$ cat config.mk
export PLATFORM = sky130hd
export DESIGN_NAME = crypto_stream_ctrl
export DESIGN_NICKNAME = d
export VERILOG_FILES = /design/src/rtl/crypto_stream_ctrl.sv
export SDC_FILE = /design/constraint.sdc
export NUM_CORES = 1
export LEC_CHECK = 0
export CAP_MARGIN = 20
export CORE_MARGIN = 2
export CORE_UTILIZATION = 55
export DETAILED_ROUTE_END_ITERATION = 8
export GPL_TIMING_DRIVEN = 1
export MAX_ROUTING_LAYER = met4
export PLACE_DENSITY_LB_ADDON = 0.25
export SYNTH_ARGS = -nofsm -noshare
export SYNTH_HDL_FRONTEND = slang
export SYNTH_SLANG_ARGS = --single-unit
$ cat constraint.sdc
create_clock -name clk -period 3.51 [get_ports clk]
set_clock_uncertainty 0.15 [all_clocks]
set_input_delay 0.702 -clock clk [delete_from_list [all_inputs] [get_ports clk]]
set_output_delay 0.702 -clock clk [all_outputs]
set_load 0.05 [all_outputs]
$ cat src/rtl/crypto_stream_ctrl.sv
// Flow-controlled feeder for the combinational crypto coproc: input FIFO, one-hot
// enc/dec drive held for SETTLE cycles, single-entry result register on a valid/ready stream.
module crypto_stream_ctrl #(
  parameter int DATA_W = 16,
  parameter int DEPTH  = 4,
  parameter int SETTLE = 1
) (
  input  logic                     clk,
  input  logic                     rst_n,
  input  logic                     in_valid,
  output logic                     in_ready,
  input  logic [DATA_W-1:0]        in_data,
  input  logic                     in_mode,
  output logic                     out_valid,
  input  logic                     out_ready,
  output logic [DATA_W-1:0]        out_data,
  output logic                     out_mode,
  output logic [DATA_W-1:0]        cp_data_in,
  output logic                     cp_enc,
  output logic                     cp_dec,
  input  logic [DATA_W-1:0]        cp_data_out,
  output logic [$clog2(DEPTH):0]   fifo_count,
  output logic                     busy
);

  // state | meaning
  // IDLE  | nothing at the coproc; pop when the FIFO holds a word
  // WAIT  | operand and enc/dec driven, counting down the settle time
  // HOLD  | result presented on out_*, waiting for the consumer
  typedef enum logic [1:0] {IDLE, WAIT, HOLD} state_t;

  localparam int PW = $clog2(DEPTH);
  localparam int CW = PW + 1;
  localparam int TW = $clog2(SETTLE + 1);

  state_t state, state_d;

  logic [DATA_W:0]   mem [DEPTH];
  logic [PW-1:0]     wr_ptr, rd_ptr;
  logic [TW-1:0]     cnt;
  logic [DATA_W:0]   head;
  logic              push, pop, capture, mode_q;

  // Acceptance depends on occupancy only, so a full FIFO refuses even during a pop.
  assign in_ready = fifo_count < CW'(DEPTH);
  assign push     = in_valid && in_ready;
  assign head     = mem[rd_ptr];
  assign busy     = (state != IDLE) || (fifo_count != '0);

  always_ff @(posedge clk or negedge rst_n) begin
    if (!rst_n) state <= IDLE;
    else        state <= state_d;
  end

  always_comb begin
    state_d = state;
    pop     = 1'b0;
    capture = 1'b0;
    case (state)
      IDLE: begin
        if (fifo_count != '0) begin
          pop     = 1'b1;
          state_d = WAIT;
        end
      end
      WAIT: begin
        if (cnt == TW'(1)) begin
          capture = 1'b1;
          state_d = HOLD;
        end
      end
      HOLD: begin
        if (out_ready) begin
          if (fifo_count != '0) begin
            pop     = 1'b1;
            state_d = WAIT;
          end else begin
            state_d = IDLE;
          end
        end
      end
      default: state_d = IDLE;
    endcase
  end

  always_ff @(posedge clk) begin
    if (push) mem[wr_ptr] <= {in_mode, in_data};
  end

  always_ff @(posedge clk or negedge rst_n) begin
    if (!rst_n) begin
      wr_ptr     <= '0;
      rd_ptr     <= '0;
      fifo_count <= '0;
    end else begin
      if (push) wr_ptr <= wr_ptr + 1'b1;
      if (pop)  rd_ptr <= rd_ptr + 1'b1;
      case ({push, pop})
        2'b10:   fifo_count <= fifo_count + 1'b1;
        2'b01:   fifo_count <= fifo_count - 1'b1;
        default: fifo_count <= fifo_count;
      endcase
    end
  end

  always_ff @(posedge clk or negedge rst_n) begin
    if (!rst_n) begin
      cp_data_in <= '0;
      cp_enc     <= 1'b0;
      cp_dec     <= 1'b0;
      mode_q     <= 1'b0;
      cnt        <= '0;
      out_data   <= '0;
      out_mode   <= 1'b0;
      out_valid  <= 1'b0;
    end else begin
      if (state == HOLD && out_ready) out_valid <= 1'b0;
      if (pop) begin
        cp_data_in <= head[DATA_W-1:0];
        cp_enc     <= ~head[DATA_W];
        cp_dec     <= head[DATA_W];
        mode_q     <= head[DATA_W];
        cnt        <= TW'(SETTLE);
      end
      if (state == WAIT) begin
        cnt <= cnt - 1'b1;
        if (capture) begin
          out_data  <= cp_data_out;
          out_mode  <= mode_q;
          out_valid <= 1'b1;
          cp_enc    <= 1'b0;
          cp_dec    <= 1'b0;
        end
      end
    end
  end

endmodule
Yosys cells after proc, flatten, opt, wreduce, memory -nomap -nowiden --
Memories as Yosys holds them, arrays and structs flattened. Cells that the tools add are included. W data, S select, Z words.
Storage, ports and cells: memories 1, flip-flop bits (word level) 47, logic and storage cells 61, memory bits (writable) 68, bits of input ports 37
Cells by class: reduce and logical (&&, ||, !) cells 10, multiplexer cells 24, equal/unequal tests 7, bitwise operators 1, add/subtract/negate cells 5, $lt $le $gt $ge 1
Memories:
- mem | depth 4, bits a word 17, read ports 1, clocked after memory_dff 0, write ports 1, line 38 | logic [DATA_W:0] mem [DEPTH];
Operators by type and width (count):
- $mux W1 | 18
- $mux W2 | 3
- $ne A2 B2 Y1 const B | 3
- $pmux W2 S3 | 1
- $pmux W3 S2 | 1
- $reduce_bool A2 Y1 | 3
- $add A2 B1 Y2 const B | 2
- $eq A2 B1 Y1 const B | 2
- $eq A2 B2 Y1 const B | 2
- $add A3 B1 Y3 const B | 1
- $lt A3 B3 Y1 const B | 1
- $reduce_and A3 Y1 | 1
- $reduce_bool A3 Y1 | 1
- $sub A3 B1 Y3 const B | 1
- $logic_and A1 B1 Y1 | 2
- $logic_not A2 Y1 | 1
- $pmux W1 S2 | 1
- $reduce_and A2 Y1 | 1
- $logic_or A1 B1 Y1 | 1
- $not A1 Y1 | 1
- $sub A1 B1 Y1 const B | 1

Logic depth before layout (Yosys ltp) --
depth in word-level cells 7, mapped depth 10

Worst setup path after synthesis --
OpenSTA, ideal clock, no wires.
path kind register to register, from register fifo_count[0], to register fifo_count[2], slack 1031 ps, arrival time 2189 ps, setup time 139 ps, stages on the path, launching flop included 11, path buffers 2, clock period less this slack 2479 ps, cells stage by stage dfrtp_1 or3_4 and3_4 buf_6 buf_6 ha_1 inv_1 fa_1 xor2_1 nor2_1 xnor2_1
Between the ends: longest elaborated chain between the ends 6, elaborated cells on any way between the ends 12, classes of those cells 2 x add/sub; 1 x order compare; 2 x eq/ne; 4 x mux; 3 x reduce/logical
RTL lines:
- from (decl) | line 22 | output logic [$clog2(DEPTH):0] fifo_count,
- from (signal assigned) | line 99 | 2'b10: fifo_count <= fifo_count + 1'b1;
- from (signal assigned) | line 100 | 2'b01: fifo_count <= fifo_count - 1'b1;
- from (signal assigned) | line 101 | default: fifo_count <= fifo_count;
- $reduce_bool A3 Y1 | line 61, 74
- $mux W1 | line 61, 74
- $mux W1 | line 73 | if (out_ready) begin
- $pmux W1 S2 | line 59 | case (state)
- $eq A2 B1 Y1 / $eq A2 B2 Y1 (equally long branches) | line 98 | case ({push, pop})
- $pmux W3 S2 / $reduce_bool A2 Y1 (equally long branches)
Parallel ways exist; a longest one is shown, timed or not. A chain may end at the register's enable or synchronous reset.

Worst setup path in the final report --
from register fifo_count[2], to output port busy
Between the ends: longest elaborated chain between the ends 2
RTL lines:
- $reduce_bool A3 Y1 | line 48 | assign busy = (state != IDLE) || (fifo_count != '0);
- $logic_or A1 B1 Y1 | line 48
- to (decl) | line 23 | output logic busy
No other way between the ends.

==> impl_metrics.csv <==
group,metric,value,unit
status,run_status,"completed",
yosys,synth-edff-count,68,
floorplan,io_pins,78,
global_route,grt_first_pass_wirelength,12100,um
sta,period_minus_slack,3200,ps
worst_setup_path,reg2reg_from,"fifo_count[2]",
worst_setup_path,cp-startpoint,"fifo_count[2]",
sta,finalSetupViolations,0,
yosys,syn_inst,227,
worst_hold_path,hold_class,"input port to asynchronous set/reset pin",
placed_design,dp_slack,703,ps
sta,hold_viol_final,0,
worst_setup_path,critPathCaptureType,"primary output",
yosys,ys_ff_latch,115,
sta,rsz0062_at_grt,"no",
clock_tree,cts_resized,0,
route,finalWirelength,7740,um
worst_setup_path,path_cells,"or3_4, or3_1, clkdlybuf4s50_1",
yosys,synthDistinctLibCells,30,
job,max-cap-violations,0,
global_route,globalRoute.totalOverflow,0,
clock_tree,cts-htree-levels,4,
final_layout,area_delta_synth_final,32.9,%
worst_setup_path,rrSetupSlack,1450,ps
sta,layout_setup_ws,311,ps
worst_setup_path,cp.required,2660,ps
route,ant_nets,0,
clock_tree,clockBufferDepth,2,
clock_tree,cts_setup_buffers,0,
worst_setup_path,cp_num_buf_inv,1,
route,vias_per_cell,5.31,
final_layout,drive_gt1_share,26.4,%
route,drc,0,
global_route,grt_max_degree,31,
worst_setup_path,crit_slowest_cell,"clkdlybuf4s50_1",
clock_tree,clk_pin_slew_worst_paths,50,ps
final_layout,final_nets,363,
yosys,synth_nets,270,
worst_setup_path,r2r-end,"fifo_count[2]",
placed_design,gp_congestion,0.736,
placed_design,io_buffers,77,
floorplan,start_util,57.1,%
worst_setup_path,crit_type,"register to primary output",
sta,timing.setup.tns,0,ps
yosys,ys.flop_type,"edfxtp_1",
yosys,yosys_warnings,0,
global_route,antenna_found_initial,0,
sta,tightest_slew,970,ps
route,routedWlPerCell,17.8,um
floorplan,dieArea,0.00884,mm2
clock_tree,clock_latency,500,ps
worst_setup_path,rr_worst_depth,8,
yosys,syn_area,0.00446,mm2
yosys,synthMostInstantiatedCell,"edfxtp_1",
floorplan,die_h,94.0,um
sta,fin_crit_sh,91.1,%
clock_tree,ctsHoldBuffers,0,
worst_setup_path,cp_data_arrival_time,2350,ps
worst_setup_path,crit_path_start_kind,"register",
route,vias,2311,
pwr,p_leak,2.28,nW
clock_tree,cts_buffers,17,
sta,fmax,313,MHz
floorplan,die_w,94.0,um
global_route,first_global_vias,2341,
pwr,vdd_ir_drop_max,0.000574,V
route,drtIter0Drc,111,
sta,slew_headroom,35.1,%
yosys,avgSynthCellArea,19.6,um2
final_layout,n_antenna_cell,0,
worst_setup_path,crit_family,"simple AND/OR/NAND/NOR gates",
yosys,yosys-top-cells-area,"edfxtp_1 (46%), dfrtp_1 (26%), mux4_2 (8.6%)",
worst_setup_path,crit_path_max_incr_delay,710,ps
sta,finalMaxSlewViolations,0,
yosys,synth_largest_area_cell,"edfxtp_1",
floorplan,rows,32,
placed_design,dp_hpwl,4820,um
clock_tree,cts_tree,"yes",
worst_setup_path,crit_fanout,4,
global_route,grt_use_total,20.0,%
route,dr.pass1.iters,4,
clock_tree,cts.sinks,115,
yosys,synth_seq_area_share,72.2,%
clock_tree,root_buffer,"clkbuf_8",
floorplan,core_area,0.00781,mm2
yosys,async_reset_ff_share,40.9,%
yosys,yosysTopAreaCellShare,45.8,%
yosys,synth_common_cells,"edfxtp_1 (68), dfrtp_1 (47), mux2_2 (19)",
pwr,powerDensity,1080,mW/mm2
## cell type report
type                            instances  area (um2)
Clock buffer                           25         538
Clock inverter                          7        62.6
Fill cell                             469        1890
Inverter                               10        37.5
Multi-Input combinational cell         92        1120
Sequential cell                       115        3220
Tap cell                              102         128
Timing Repair Buffer                   84         818
## state kept, by name (all words and copies together) (netlist names)
signal / count
mem: 68
cp_data_in: 16
out_data: 16
fifo_count: 3
rd_ptr: 2
state: 2
wr_ptr: 2
cnt: 1
cp_dec: 1
cp_enc: 1
mode_q: 1
out_mode: 1
out_valid: 1
## worst max path at each step
stage                     to  depth (start not counted)
6_report                busy                          3
2_1_floorplan  fifo_count[2]                         10
3_3_place_gp   fifo_count[2]                          9
3_5_place_dp   fifo_count[2]                          9
5_1_grt                 busy                          3
4_1_cts                 busy                          3
## placed cells by master, fill, tap and decap left out, types with 3 or more instances in the layout
master,instances
nand2b_1,3
xnor2_1,4
edfxtp_1,68
mux2_4,13
mux4_2,17
clkinv_2,3
inv_1,10
dfrtp_1,47
clkbuf_8,4
o21ai_0,5
ha_1,5
clkbuf_16,19
clkdlybuf4s50_1,76
mux2_2,19
buf_4,7
nand2_1,4
and2_1,4
## routing by layer
| layer | track usage (%) | vias up | wire length, um |
|---|---|---|---|
| li1 | - | 1044 | - |
| met1 | 23.7 | 1187 | 3180 |
| met2 | 32.1 | 70 | 4040 |
| met3 | 5.22 | 10 | 392 |
| met4 | 9.78 | 0 | 126 |
| met5 | - | - | 0 |
## cells by family (layout without fill, tap and decap cells)
kind of cell               count (synthesis)  after routing  synth area share (%)
and+or+nand+nor                           20             20                  2.75
xor gates and xnor gates                   6              6                  1.18
muxes                                     50             50                  18.0
adders and majority gates                  6              6                  1.85
DFF                                      115            115                  72.2
buffers and inverters                     20            126                  2.64
AOI/OAI and AO/OA                         10             10                  1.35
## power by group
part / total [W] / internal (W) / switching [W] / leakage [nW]
Combinational: 0.00265 / 0.00116 / 0.00150 / 0.809
Clock: 0.00167 / 0.00112 / 0.000554 / 0.297
Sequential: 0.00210 / 0.00185 / 0.000246 / 1.17
Total: 0.00642 / 0.00412 / 0.00230 / 2.28
## stage by stage
stage                     cells  instance area, um2  utilization [%]  hold WS, ps  power, W
after global routing        435                5920             75.8          130   0.00673
after floorplan             227                4460                -          256   0.00405
after detailed placement    403                5320             68.2          339   0.00478
after CTS                   435                5920             75.8          109   0.00649
after global placement      403                5320             68.2          318   0.00472
final                       435                5920             75.8         93.9   0.00642
## worst reg2reg max path, cell delays in order, from the launching register on
cell and delay [ps]:
dfrtp_1 400, or3_4 410, and3_4 190, ha_1 200
inv_1 70, fa_1 170, xor2_1 140, nor2_1 70
xnor2_1 130
(Power assumes the default switching activity.)
